<file path="src/rtl/serial_sub_pkg.sv">
// Shared types and constants for the nibble-serial subtractor.
package serial_sub_pkg;

  localparam int unsigned WIDTH_DEF = 32;
  localparam int unsigned SLICE_DEF = 4;
  localparam int unsigned N         = WIDTH_DEF / SLICE_DEF;
  localparam int unsigned CNT_W     = (N > 1) ? $clog2(N) : 1;

  typedef enum logic [1:0] {
    IDLE,
    RUN,
    DONE
  } state_e;

  // One-bit full subtractor: returns {borrow_out, difference}.
  function automatic logic [1:0] full_sub(input logic x, input logic y, input logic bi);
    return {(~x & y) | (~(x ^ y) & bi), x ^ y ^ bi};
  endfunction

endpackage

</file>
<file path="src/rtl/serial_sub32_sub_slice.sv">
// Combinational SLICE-bit borrow-ripple subtractor built from full subtractors.
module sub_slice
  import serial_sub_pkg::*;
#(
  parameter int unsigned SLICE = SLICE_DEF
) (
  input  logic [SLICE-1:0] a,
  input  logic [SLICE-1:0] b,
  input  logic             bin,
  output logic [SLICE-1:0] d,
  output logic             bout
);

  logic       c;
  logic [1:0] fs;

  always_comb begin
    c  = bin;
    fs = '0;
    d  = '0;
    for (int unsigned i = 0; i < SLICE; i++) begin
      fs   = full_sub(a[i], b[i], c);
      d[i] = fs[0];
      c    = fs[1];
    end
    bout = c;
  end

endmodule

</file>
<file path="src/rtl/serial_sub32.sv">
// Nibble-serial subtractor: diff = a - b - bin over WIDTH/SLICE cycles.
// Optional result flags (zero/neg/ovf) are built when SUB_FLAGS_EN is defined.
module serial_sub32
  import serial_sub_pkg::*;
#(
  parameter int unsigned WIDTH = WIDTH_DEF,
  parameter int unsigned SLICE = SLICE_DEF
) (
  input  logic             clk,
  input  logic             rst_n,
  input  logic             in_valid,
  output logic             in_ready,
  input  logic [WIDTH-1:0] a,
  input  logic [WIDTH-1:0] b,
  input  logic             bin,
  output logic             out_valid,
  input  logic             out_ready,
  output logic [WIDTH-1:0] diff,
  output logic             bout
`ifdef SUB_FLAGS_EN
  ,
  output logic             zero,
  output logic             neg,
  output logic             ovf
`endif
);

  localparam int unsigned NS = WIDTH / SLICE;
  localparam int unsigned CW = (NS > 1) ? $clog2(NS) : 1;

  if ((SLICE == 0) || ((WIDTH % SLICE) != 0)) begin : g_bad_cfg
    $error("serial_sub32: WIDTH must be a nonzero multiple of SLICE");
  end

  state_e            state_q, state_d;
  logic [CW-1:0]     cnt_q, cnt_d;
  logic [WIDTH-1:0]  a_q, a_d, b_q, b_d, diff_q, diff_d;
  logic              borrow_q, borrow_d, bout_q, bout_d, out_valid_q, out_valid_d;
  logic [SLICE-1:0]  sl_d;
  logic              sl_bout, last;
`ifdef SUB_FLAGS_EN
  logic              zero_q, zero_d, neg_q, neg_d, ovf_q, ovf_d;
`endif

  sub_slice #(.SLICE(SLICE)) u_slice (
    .a    (a_q[SLICE-1:0]),
    .b    (b_q[SLICE-1:0]),
    .bin  (borrow_q),
    .d    (sl_d),
    .bout (sl_bout)
  );

  assign last = (cnt_q == CW'(NS - 1));

  // Operands shift right so the active slice is always in the low bits;
  // results shift in from the top and land in place after NS cycles.
  always_comb begin
    state_d     = state_q;
    cnt_d       = cnt_q;
    a_d         = a_q;
    b_d         = b_q;
    borrow_d    = borrow_q;
    diff_d      = diff_q;
    bout_d      = bout_q;
    out_valid_d = out_valid_q;
`ifdef SUB_FLAGS_EN
    zero_d      = zero_q;
    neg_d       = neg_q;
    ovf_d       = ovf_q;
`endif
    case (state_q)
      IDLE: begin
        if (in_valid) begin
          a_d      = a;
          b_d      = b;
          borrow_d = bin;
          cnt_d    = '0;
          state_d  = RUN;
        end
      end
      RUN: begin
        a_d                    = a_q >> SLICE;
        b_d                    = b_q >> SLICE;
        diff_d                 = diff_q >> SLICE;
        diff_d[WIDTH-1 -: SLICE] = sl_d;
        borrow_d               = sl_bout;
        if (last) begin
          bout_d      = sl_bout;
          out_valid_d = 1'b1;
          state_d     = DONE;
`ifdef SUB_FLAGS_EN
          zero_d      = (diff_d == '0);
          neg_d       = sl_d[SLICE-1];
          ovf_d       = (a_q[SLICE-1] != b_q[SLICE-1]) && (sl_d[SLICE-1] != a_q[SLICE-1]);
`endif
        end else begin
          cnt_d = cnt_q + 1'b1;
        end
      end
      DONE: begin
        if (out_ready) begin
          out_valid_d = 1'b0;
          state_d     = IDLE;
        end
      end
      default: state_d = IDLE;
    endcase
  end

  always_ff @(posedge clk or negedge rst_n) begin
    if (!rst_n) begin
      state_q     <= IDLE;
      cnt_q       <= '0;
      a_q         <= '0;
      b_q         <= '0;
      borrow_q    <= 1'b0;
      diff_q      <= '0;
      bout_q      <= 1'b0;
      out_valid_q <= 1'b0;
`ifdef SUB_FLAGS_EN
      zero_q      <= 1'b0;
      neg_q       <= 1'b0;
      ovf_q       <= 1'b0;
`endif
    end else begin
      state_q     <= state_d;
      cnt_q       <= cnt_d;
      a_q         <= a_d;
      b_q         <= b_d;
      borrow_q    <= borrow_d;
      diff_q      <= diff_d;
      bout_q      <= bout_d;
      out_valid_q <= out_valid_d;
`ifdef SUB_FLAGS_EN
      zero_q      <= zero_d;
      neg_q       <= neg_d;
      ovf_q       <= ovf_d;
`endif
    end
  end

  assign in_ready  = (state_q == IDLE);
  assign out_valid = out_valid_q;
  assign diff      = diff_q;
  assign bout      = bout_q;
`ifdef SUB_FLAGS_EN
  assign zero      = zero_q;
  assign neg       = neg_q;
  assign ovf       = ovf_q;
`endif

endmodule

</file>
<file path="config.mk">
export PLATFORM = sky130hd
export DESIGN_NAME = serial_sub32
export DESIGN_NICKNAME = d
export VERILOG_FILES = /design/src/rtl/serial_sub_pkg.sv /design/src/rtl/serial_sub32_sub_slice.sv /design/src/rtl/serial_sub32.sv
export SDC_FILE = /design/constraint.sdc
export NUM_CORES = 1
export LEC_CHECK = 0
export ABC_AREA = 1
export CAP_MARGIN = 20
export CORE_ASPECT_RATIO = 1.4
export CORE_MARGIN = 2
export CORE_UTILIZATION = 35
export CTS_CLUSTER_DIAMETER = 40
export DETAILED_ROUTE_END_ITERATION = 8
export PLACE_DENSITY = 0.65
export SETUP_SLACK_MARGIN = 0.05
export SYNTH_ARGS = -nofsm -noshare
export SYNTH_HDL_FRONTEND = slang
export SYNTH_SLANG_ARGS = --single-unit
</file>
<file path="constraint.sdc">
create_clock -name clk -period 3.8 [get_ports clk]
set_input_delay 0.76 -clock clk [delete_from_list [all_inputs] [get_ports clk]]
set_output_delay 0.76 -clock clk [all_outputs]
set_load 0.05 [all_outputs]
</file>
# After elaboration in Yosys (flattened, before gate mapping)
# Cells that the tools add are included.
# totals
wordCells	68
output_inout_bits	35
register_bits	104
inputBits	69
# op_classes
n_addsub	1
muxes	16
n_bitwise	28
n_eq_ne	7
reduce_logical	8
# ops
cell	n
32-bit case mux with 2 select lines	2
32-bit 2-to-1 mux	2
3-bit AND reduction	3
1-bit bitwise AND	8
2-bit != test, second input constant	4
1-bit NOT	8
1-bit bitwise XOR	8
2-bit 2-to-1 mux	3
3-bit 2-to-1 mux	2
2-bit case mux with 3 select lines	1
3-bit case mux with 2 select lines	1
1-bit OR	4
1-bit case mux with 2 select lines	2
2-bit AND reduction	2
2-bit nonzero test	2
3-bit by 1-bit adder with 3-bit output, second input constant	1
3-bit == test, second input constant	1
1-bit 2-to-1 mux	3
2-bit by 1-bit == test with 1-bit output, second input constant	1
2-bit == test, second input constant	1
2-bit logical NOT	1

# Longest topological paths before layout
# Gate-level depths: netlist (run 1).
# logic_depth
ltp_word	11
ltp_mapped	10
depth_no_buf	10

# Cells and area by module
# Synthesis (run 1) repeated with hierarchy kept, for this count alone.
# hier_totals
hier_cells	690
hier_area_um2	5225.0
# by_module_without_submodules
mod	instances	cells_each	area_each_um2	seq_area_each_um2
serial_sub32	1	676	5107.4	2602.5
sub_slice	1	14	117.6	0.0

# Worst setup path before layout (run 1)
# Ideal clock, no wire load.
# synth_timing
path_kind	register to register
startpoint	reg b_q[0]
endpoint	reg diff_q[31] (netlist: diff[31])
synth_period_minus_slack_ns	2.024
required_ns	3.682
arrival_ns	1.906
setup_slack_ns	1.776
n_path_buf	0
path_stages_with_launch	10
setup_ns	0.118
cell_sequence	dfrtp_1 -> inv_1 -> fa_1 -> inv_1 -> fa_1 -> fa_1 -> inv_1 -> fa_1 -> nand2_1 -> nand2_1
# synth_via
elab_chain_len	9
word_cells_on_any_way	10
cone_classes	bitwise: 10
# synth_lines
item	line_no	text
start, declared	serial_sub32.sv:37	logic [WIDTH-1:0] a_q, a_d, b_q, b_d, diff_q, diff_d;
start signal, assigned	serial_sub32.sv:115	b_q <= '0;
start signal, assigned	serial_sub32.sv:129	b_q <= b_d;
1-bit bitwise XOR	serial_sub_pkg.sv:17	return {(~x & y) | (~(x ^ y) & bi), x ^ y ^ bi};
1-bit NOT	serial_sub_pkg.sv:17	
1-bit bitwise AND	serial_sub_pkg.sv:17	
1-bit OR *	serial_sub_pkg.sv:17	
1-bit bitwise AND *	serial_sub_pkg.sv:17	
1-bit OR *	serial_sub_pkg.sv:17	
1-bit bitwise AND *	serial_sub_pkg.sv:17	
1-bit OR *	serial_sub_pkg.sv:17	
1-bit bitwise XOR *	serial_sub_pkg.sv:17	
named net sl_d[3]	serial_sub32.sv:39	logic [SLICE-1:0] sl_d;
end signal, assigned	serial_sub32.sv:131	diff_q <= diff_d;
end, declared	serial_sub32.sv:37	
# Mark *: on every way through the listed nets, which the timed path passes. The rest lies on a longest branch.
# A chain may end at the register's enable or synchronous reset.

# Final worst setup path (run 1)
# layout_timing
startpoint	reg state_q[0]
endpoint	out in_ready
# layout_via
elab_chain_len	1
# layout_lines
item	line_no	text
start, declared	serial_sub32.sv:35	state_e state_q, state_d;
start signal, assigned	serial_sub32.sv:126	state_q <= state_d;
2-bit logical NOT	serial_sub32.sv:142	assign in_ready = (state_q == IDLE);
end, declared	serial_sub32.sv:12	output logic in_ready,
# No other way between the ends.

==> results of run 1 <==
==> power by group through the flow <==
stage	Clock, mW	Sequential, mW	Combinational, mW
2_1_floorplan	0	2.41	1.65
3_3_place_gp	0	1.93	2.78
3_5_place_dp	0	1.94	2.83
4_1_cts	1.01	1.93	2.83
5_1_grt	1.06	1.99	3.18
6_report	0.984	1.93	2.78
==> cells in the mapped netlist, drive strengths merged <==
master | number | area, µm²
buf | 38 | 259
clkbuf | 1 | 3.75
dfrtp | 104 | 2600
fa | 4 | 80.1
ha | 2 | 25.0
inv | 137 | 514
nand2 | 230 | 881
nand3 | 120 | 601
nand4 | 3 | 18.8
nor2 | 3 | 11.3
o21ai | 37 | 185
o31ai | 1 | 7.51
==> cell families after synthesis <==
family                     after synthesis  share of synthesized area, %
buffers and inverters                  176                          15.0
adders and majority gates                6                          2.03
and+or+nand+nor                        356                          29.1
DFF                                    104                          50.2
AOI/OAI and AO/OA                       38                          3.71
==> worst max-delay path, cell delays in order, from the launching register on <==
cell and delay, ps:
dfrtp_2 430, nor2_1 160, clkdlybuf4s50_1 820
==> registers in the layout, summed over array words and instances (netlist names) <==
register   flops
a_q           32
b_q           32
borrow_q       1
bout           1
cnt_q          3
diff          32
out_valid      1
state_q        2
==> cell type report <==
| type | instances | share of cell area (%) |
|---|---|---|
| sequential | 104 | 39.6 |
| multi-input combinational | 400 | 27.5 |
| tap | 189 | 3.59 |
| timing repair buffer | 111 | 16.7 |
| inverter | 137 | 7.81 |
| clock buffer | 13 | 3.80 |
| clock inverter | 3 | 0.988 |
==> through the flow <==
step	util, %	cell area, µm²	setup slack [ps]
global placement	43.2	6270	1360
CTS	45.4	6580	1260
finish	45.4	6580	1280
floorplan	-	5190	1780
global route	45.4	6580	1220
detailed placement	43.2	6270	1330
==> metal layers <==
layer	global-route usage (%)	routed length [µm]
met1	22.2	5390
met3	3.02	418
met2	24.3	5610
met4	5.45	195
met5	0	0
==> final timing paths <==
check / endpoint / start / slack, ps / cells past startpoint
worst max-delay path: in_ready / state_q[0] / 1280 / 2
worst min-delay path: diff[20] / rst_n / 430 / 1
worst max register to register: diff[31] / b_q[0] / 1690 / 9
worst min register to register: out_valid / out_valid / 470 / 2
max in group asynchronous: b_q[0] / rst_n / 2650 / 2
min in group clk: out_valid / out_valid / 470 / 2
==> impl_metrics.tcl, run 1 <==
set metrics [dict create \
    status "finished, final reports clean" \
    power_frac_clock_pct 17.3 \
    die_h_um 148 \
    dr.first_iter.drc_count 315 \
    required_ps 3040 \
    grt_max_degree 65 \
    diodes 0 \
    post_cts_resized 0 \
    grt-ovfl-total 0 \
    numPlacedInstances 941 \
    cts_buffer_depth 2 \
    drc 0 \
    p_switching_mw 2.52 \
    clock.fmax_ghz 0.398 \
    grt_usage_pct 15.7 \
    mostFrequentLayoutCells "227 x nand2_1, 136 x inv_1, 120 x nand3_1, 103 x dfrtp_1, 102 x clkdlybuf4s50_1" \
    leakage_nw 3.50 \
    numCtsBuffers 9 \
    final_nets 838 \
    cp-end-kind "output port" \
    num_rows 52 \
    area.growth.synth_to_final_pct 26.9 \
    p_comb_share_pct 48.9 \
    arrival_ps 1760 \
    pwr_density_cell_nw_per_um2 865 \
    hpwl_um 7830 \
    antenna_found_initial 0 \
    tritoncts "built" \
    core_area_um2 14500 \
    io_buffer_count 103 \
    cts-root-buf "clkbuf_16" \
    hold_violations 0 \
    holdWs_ps 434 \
    n_fill_cell 1469 \
    crit_type "register to output port" \
    cts_setup_buffers 0 \
    drive_gt1_share_pct 3.65 \
    firstDrtPassIters 4 \
    place_congestion 0.756 \
    tightest_slew_ps 657 \
    dieArea_um2 15800 \
    switching_share_pct 44.3 \
    p_int_mw 3.17 \
    synth_seq_cells 104 \
    die_w_um 107 \
    peakVddDrop_mv 0.401 \
    fin_crit_ps 2520 \
    final_cell_count_no_fill 957 \
    tns_ps 0 \
    ys_warn_count 0 \
    hold_buffers 0 \
    path_max_fanout 3 \
    seqPwrFrac_pct 33.9 \
    multiInputGateArea_um2 1810 \
    post_drt_wl_per_cell_um 12.1 \
    viasPerCell 4.51 \
    synth.distinct_cells 17 \
    slew-limit-headroom_pct 56.2 \
    finalSetupViolations 0 \
    total_power_mw 5.69 \
    cts.sinks 104 \
    netlist_area_um2 5190 \
    grt_pass1_wl_um 19900 \
    drv_slew 0 \
    detail-route-antenna-nets 0 \
    rsz0062_at_grt "false" \
    initial_utilization_pct 35.8 \
    syn_avg_cell_area_um2 7.63 \
    yosysSeqAreaShare_pct 50.2 \
    postSynthCellCount 680 \
    grt_pass1_vias 4159 \
    regArea_um2 2600 \
    vias 4320 \
    maxCapViolCount 0 \
    start_kind "register" \
    fin_worst_skew_ps 4.19 \
    totalWireLength_um 11600 \
    insertion_delay_ps 340 \
    cts.reportedPaths.clkPinSlew_ps 60 \
    htree_num_levels 3 \
    final_common_cell "nand2_1" \
    hp-class "input pin to asynchronous set/reset pin" \
    fin_crit_sh_pct 66.2 \
    syn_nets 755 \
    pin_count 104 \
]
No activity file was read; power rests on OpenSTA's default activity.
==> run 2, diff against run 1 <==
PLACE_DENSITY = 0.67   (was 0.65)
clock period = 2.1 ns   (was 3.8 ns; I/O delays follow)
==> impl_metrics.tcl, run 2 (synthesis results as in run 1) <==
set metrics [dict create \
    area.growth.synth_to_final_pct 29.2 \
    path_cells "inv_2 -> fa_2 -> inv_2 -> fa_2 -> fa_2 -> inv_2 -> fa_2 -> nand2_1 -> nand2_1" \
    rsz0062_at_grt "true" \
    multiInputGateArea_um2 1830 \
    violations "negative setup slack" \
    clock.fmax_ghz 0.476 \
    insertion_delay_ps 340 \
    dr.first_iter.drc_count 231 \
    r2r_cells 9 \
    numCtsBuffers 9 \
    initial_utilization_pct 35.8 \
    tritoncts "built" \
    cts_setup_buffers 0 \
    final_nets 849 \
    crit_cells 9 \
    drc 0 \
    core_area_um2 14500 \
    drive_gt1_share_pct 6.42 \
    path_common_cell "fa_2" \
    cp-end-kind "register" \
    total_power_mw 10.5 \
    critical_path.top_delay_family "adder cells" \
    fin_crit_ps 2100 \
    final_common_cell "nand2_1" \
    cts.sinks 104 \
    mostFrequentLayoutCells "227 x nand2_1, 133 x inv_1, 118 x nand3_1, 103 x dfrtp_1, 101 x clkdlybuf4s50_1" \
    antenna_found_initial 0 \
    arrival_ps 2340 \
    grt_usage_pct 15.6 \
    pwr_density_cell_nw_per_um2 1570 \
    totalWireLength_um 11900 \
    maxCapViolCount 0 \
    start_kind "register" \
    hpwl_um 8200 \
    cts_buffer_depth 2 \
    htree_num_levels 3 \
    pin_count 104 \
    critical_path.max_stage_delay_ps 430 \
    hp-class "input pin to asynchronous set/reset pin" \
    finish.instance_area_um2 6710 \
    status "complete, but fails checks" \
    path_max_fanout 2 \
    setup_ws_ps -2.17 \
    finalSetupViolations 1 \
    peakVddDrop_mv 0.761 \
    cts-root-buf "clkbuf_16" \
    cts.reportedPaths.clkPinSlew_ps 70 \
    slew-limit-headroom_pct 64.5 \
    leakage_nw 3.57 \
    grt_pass1_wl_um 20100 \
    fin_worst_skew_ps 6.63 \
    firstDrtPassIters 4 \
    num_rows 52 \
    vias 4360 \
    grt-ovfl-total 0 \
    die_w_um 107 \
    fin_crit_sh_pct 100 \
    r2r_slack_ps -2 \
    drv_slew 0 \
    hold_violations 0 \
    n_fill_cell 1486 \
    tightest_slew_ps 531 \
    detail-route-antenna-nets 0 \
    grt_pass1_vias 4193 \
    required_ps 2340 \
    post_drt_wl_per_cell_um 12.3 \
    place_congestion 0.755 \
    grt_max_degree 45 \
    cp_slowest_cell "fa_2" \
    crit_type "register to register" \
    r2r-start "b_q[0]" \
    crit_start "b_q[0]" \
    regArea_um2 2600 \
    viasPerCell 4.50 \
    die_h_um 148 \
    cp.buffers_inverters 3 \
    crit_path_end "diff[31]" \
    dpl_cell_area_um2 6380 \
    dieArea_um2 15800 \
    regToRegEndpoint "diff[31]" \
    diodes 0 \
    io_buffer_count 103 \
]
## run 2: area by class of cell
| cell class | instances | share of cell area, % |
|---|---|---|
| Sequential cell | 104 | 38.8 |
| Multi-Input combinational cell | 400 | 27.3 |
| Timing Repair Buffer | 122 | 18.2 |
| Inverter | 137 | 7.67 |
| Clock buffer | 13 | 3.88 |
| Tap cell | 189 | 3.53 |
| Clock inverter | 3 | 0.597 |
## run 2: metal layers
metal	vias to the layer above	global-route usage, %	routed length [µm]
met1	2013	21.4	5530
met3	15	2.06	408
met5	-	0	0
met2	95	25.4	5690
met4	0	5.84	226
li1	2237	-	-
## run 2: stage by stage
step	setup slack (ps)	setup TNS (ps)	instances	util (%)	hold slack, ps
after CTS	8.88	0	968	46.1	67.3
after global routing	-81.5	-95.0	968	46.2	82.0
final	-2.17	-2.17	968	46.2	52.5
after global placement	31.8	0	952	44.0	433
after detailed placement	-96.6	-96.6	952	44.0	444
after floorplan	76.3	0	680	-	124
## run 2: power by group
part	leakage [nW]	internal, mW	switching, mW
logic	2.14	1.89	3.41
registers	1.28	2.95	0.559
clock network	0.150	0.988	0.722
## run 2: worst min path at each step
| stage | startpoint | end | slack, ps | cells past startpoint |
|---|---|---|---|---|
| 2_1_floorplan | rst_n | a_q[0] | 120 | 0 |
| 3_3_place_gp | rst_n | diff[20] | 430 | 1 |
| 3_5_place_dp | rst_n | diff[20] | 440 | 1 |
| 4_1_cts | rst_n | diff[8] | 70 | 1 |
| 5_1_grt | rst_n | diff[18] | 80 | 1 |
| 6_report | rst_n | diff[8] | 50 | 1 |
## run 2: timing repair
action                                  in CTS  in global routing
gates resized for setup                      6                  3
pin swaps                                    0                  2
hold buffers                                 0                  0
endpoints found under the setup margin       2                  2
cloned                                       0                  0
==> run 3, diff against run 2 <==
PLACE_DENSITY = 0.65   (was 0.67)
clock period = 2.38 ns   (was 2.1 ns; I/O delays follow)
==> impl_metrics.tcl, run 3 (synthesis results as in run 1) <==
set metrics [dict create \
    grt_pass1_wl_um 19600 \
    tightest_slew_ps 668 \
    fin_crit_sh_pct 88.6 \
    die_h_um 148 \
    power_frac_clock_pct 15.6 \
    leakage_nw 3.54 \
    cts.reportedPaths.clkPinSlew_ps 70 \
    htree_num_levels 3 \
    drive_gt1_share_pct 4.66 \
    num_rows 52 \
    path_common_cell "fa_1" \
    tritoncts "built" \
    status "finished, final reports clean" \
    final_nets 843 \
    fin_worst_skew_ps 6.37 \
    hold_buffers 0 \
    finalSetupViolations 0 \
    cts-root-buf "clkbuf_16" \
    rsz0062_at_grt "false" \
    maxCapViolCount 0 \
    tns_ps 0 \
    peakVddDrop_mv 0.670 \
    place_congestion 0.779 \
    path_max_fanout 2 \
    die_w_um 107 \
    dr.first_iter.drc_count 240 \
    crit_type "register to register" \
    required_ps 2610 \
    drv_slew 0 \
    pin_count 104 \
    final_common_cell "nand2_1" \
    seqPwrFrac_pct 34.4 \
    slew-limit-headroom_pct 55.3 \
    cts_setup_buffers 0 \
    cp-end-kind "register" \
    cts_buffer_depth 2 \
    viasPerCell 4.49 \
    vias 4322 \
    core_area_um2 14500 \
    critical_path.max_stage_delay_ps 400 \
    insertion_delay_ps 340 \
    path_cells "inv_1 -> fa_1 -> inv_1 -> fa_1 -> fa_1 -> inv_1 -> fa_1 -> nand2_1 -> nand2_1" \
    fin_crit_ps 2110 \
    dpl_cell_area_um2 6350 \
    drc 0 \
    cts.sinks 104 \
    cp_slowest_cell "fa_1" \
    cp.buffers_inverters 3 \
    initial_utilization_pct 35.8 \
    diodes 0 \
    grt_pass1_vias 4055 \
    dieArea_um2 15800 \
    numCtsBuffers 9 \
    critical_path.top_delay_family "adder cells" \
    p_int_mw 4.99 \
    antenna_found_initial 0 \
    arrival_ps 2340 \
    area.growth.synth_to_final_pct 27.9 \
    hold_violations 0 \
    grt_usage_pct 15.4 \
    firstDrtPassIters 4 \
    p_switching_mw 4.04 \
    grt-ovfl-total 0 \
    grt_max_degree 79 \
    grt_use_met2_pct 25.0 \
    grt_util_met1_pct 21.1 \
    hpwl_um 8120 \
    busiest_layer "met2" \
    detail-route-antenna-nets 0 \
    io_buffer_count 103 \
    grtUsageMet3_pct 2.89 \
    post_cts_resized 0 \
    finish.instance_area_um2 6640 \
    mostFrequentLayoutCells "227 x nand2_1, 136 x inv_1, 120 x nand3_1, 103 x dfrtp_1, 101 x clkdlybuf4s50_1" \
    hp-class "input pin to asynchronous set/reset pin" \
    pwr_density_cell_nw_per_um2 1360 \
    switching_share_pct 44.8 \
    start_kind "register" \
    p_comb_share_pct 50.0 \
    clock.fmax_ghz 0.474 \
    post_drt_wl_per_cell_um 12.1 \
    totalWireLength_um 11600 \
]
-- run 3: layout make-up --
class / count / area (µm²)
clock buffer: 13 / 270
clock inverter: 3 / 15.0
fill: 1492 / 7870
inverter: 137 / 514
multi-input combinational: 400 / 1810
sequential: 104 / 2600
tap: 189 / 236
timing repair buffer: 116 / 1190
-- run 3: worst reg2reg max path: cells and delay by family, from the launching register on --
kind | cells | cell delay [ps]
fa+ha+maj | 4 | 1310
buf+inv | 3 | 190
simple gates | 2 | 120
flops | 1 | 380
-- run 3: path summary, 6_finish.rpt --
check / slack [ps] / depth (start not counted) / to / start
worst max-delay path: 270 / 9 / diff[31] / b_q[0]
worst min-delay path: 100 / 1 / b_q[8] / rst_n
worst max register to register: 270 / 9 / diff[31] / b_q[0]
worst min register to register: 470 / 2 / out_valid / out_valid
max in group asynchronous: 1680 / 2 / a_q[20] / rst_n
min in group clk: 470 / 2 / out_valid / out_valid
-- run 3: metal layers --
metal / routed length [µm] / vias to the layer above
met2: 5750 / 90
li1: - / 2222
met5: 0 / -
met3: 389 / 14
met1: 5260 / 1996
met4: 215 / 0
-- run 3: metrics by stage --
step                      worst slack, ps  hold slack (ps)  util, %  cells  total power [mW]
after floorplan                       356              180        -    680              6.47
after global placement                301              455     43.8    946              7.62
after detailed placement              285              458     43.8    946              7.73
after CTS                             271              109     45.7    962              9.17
after global routing                  101              124     45.7    962              9.86
final                                 271              101     45.7    962              9.04
-- run 3: power by group through the flow --
stage                     Clock, mW  Sequential [mW]  Combinational [mW]
after floorplan                   0             3.84                2.63
after global placement            0             3.12                4.51
after detailed placement          0             3.14                4.59
after CTS                      1.45             3.12                4.60
after global routing           1.52             3.22                5.12
final                          1.41             3.11                4.52
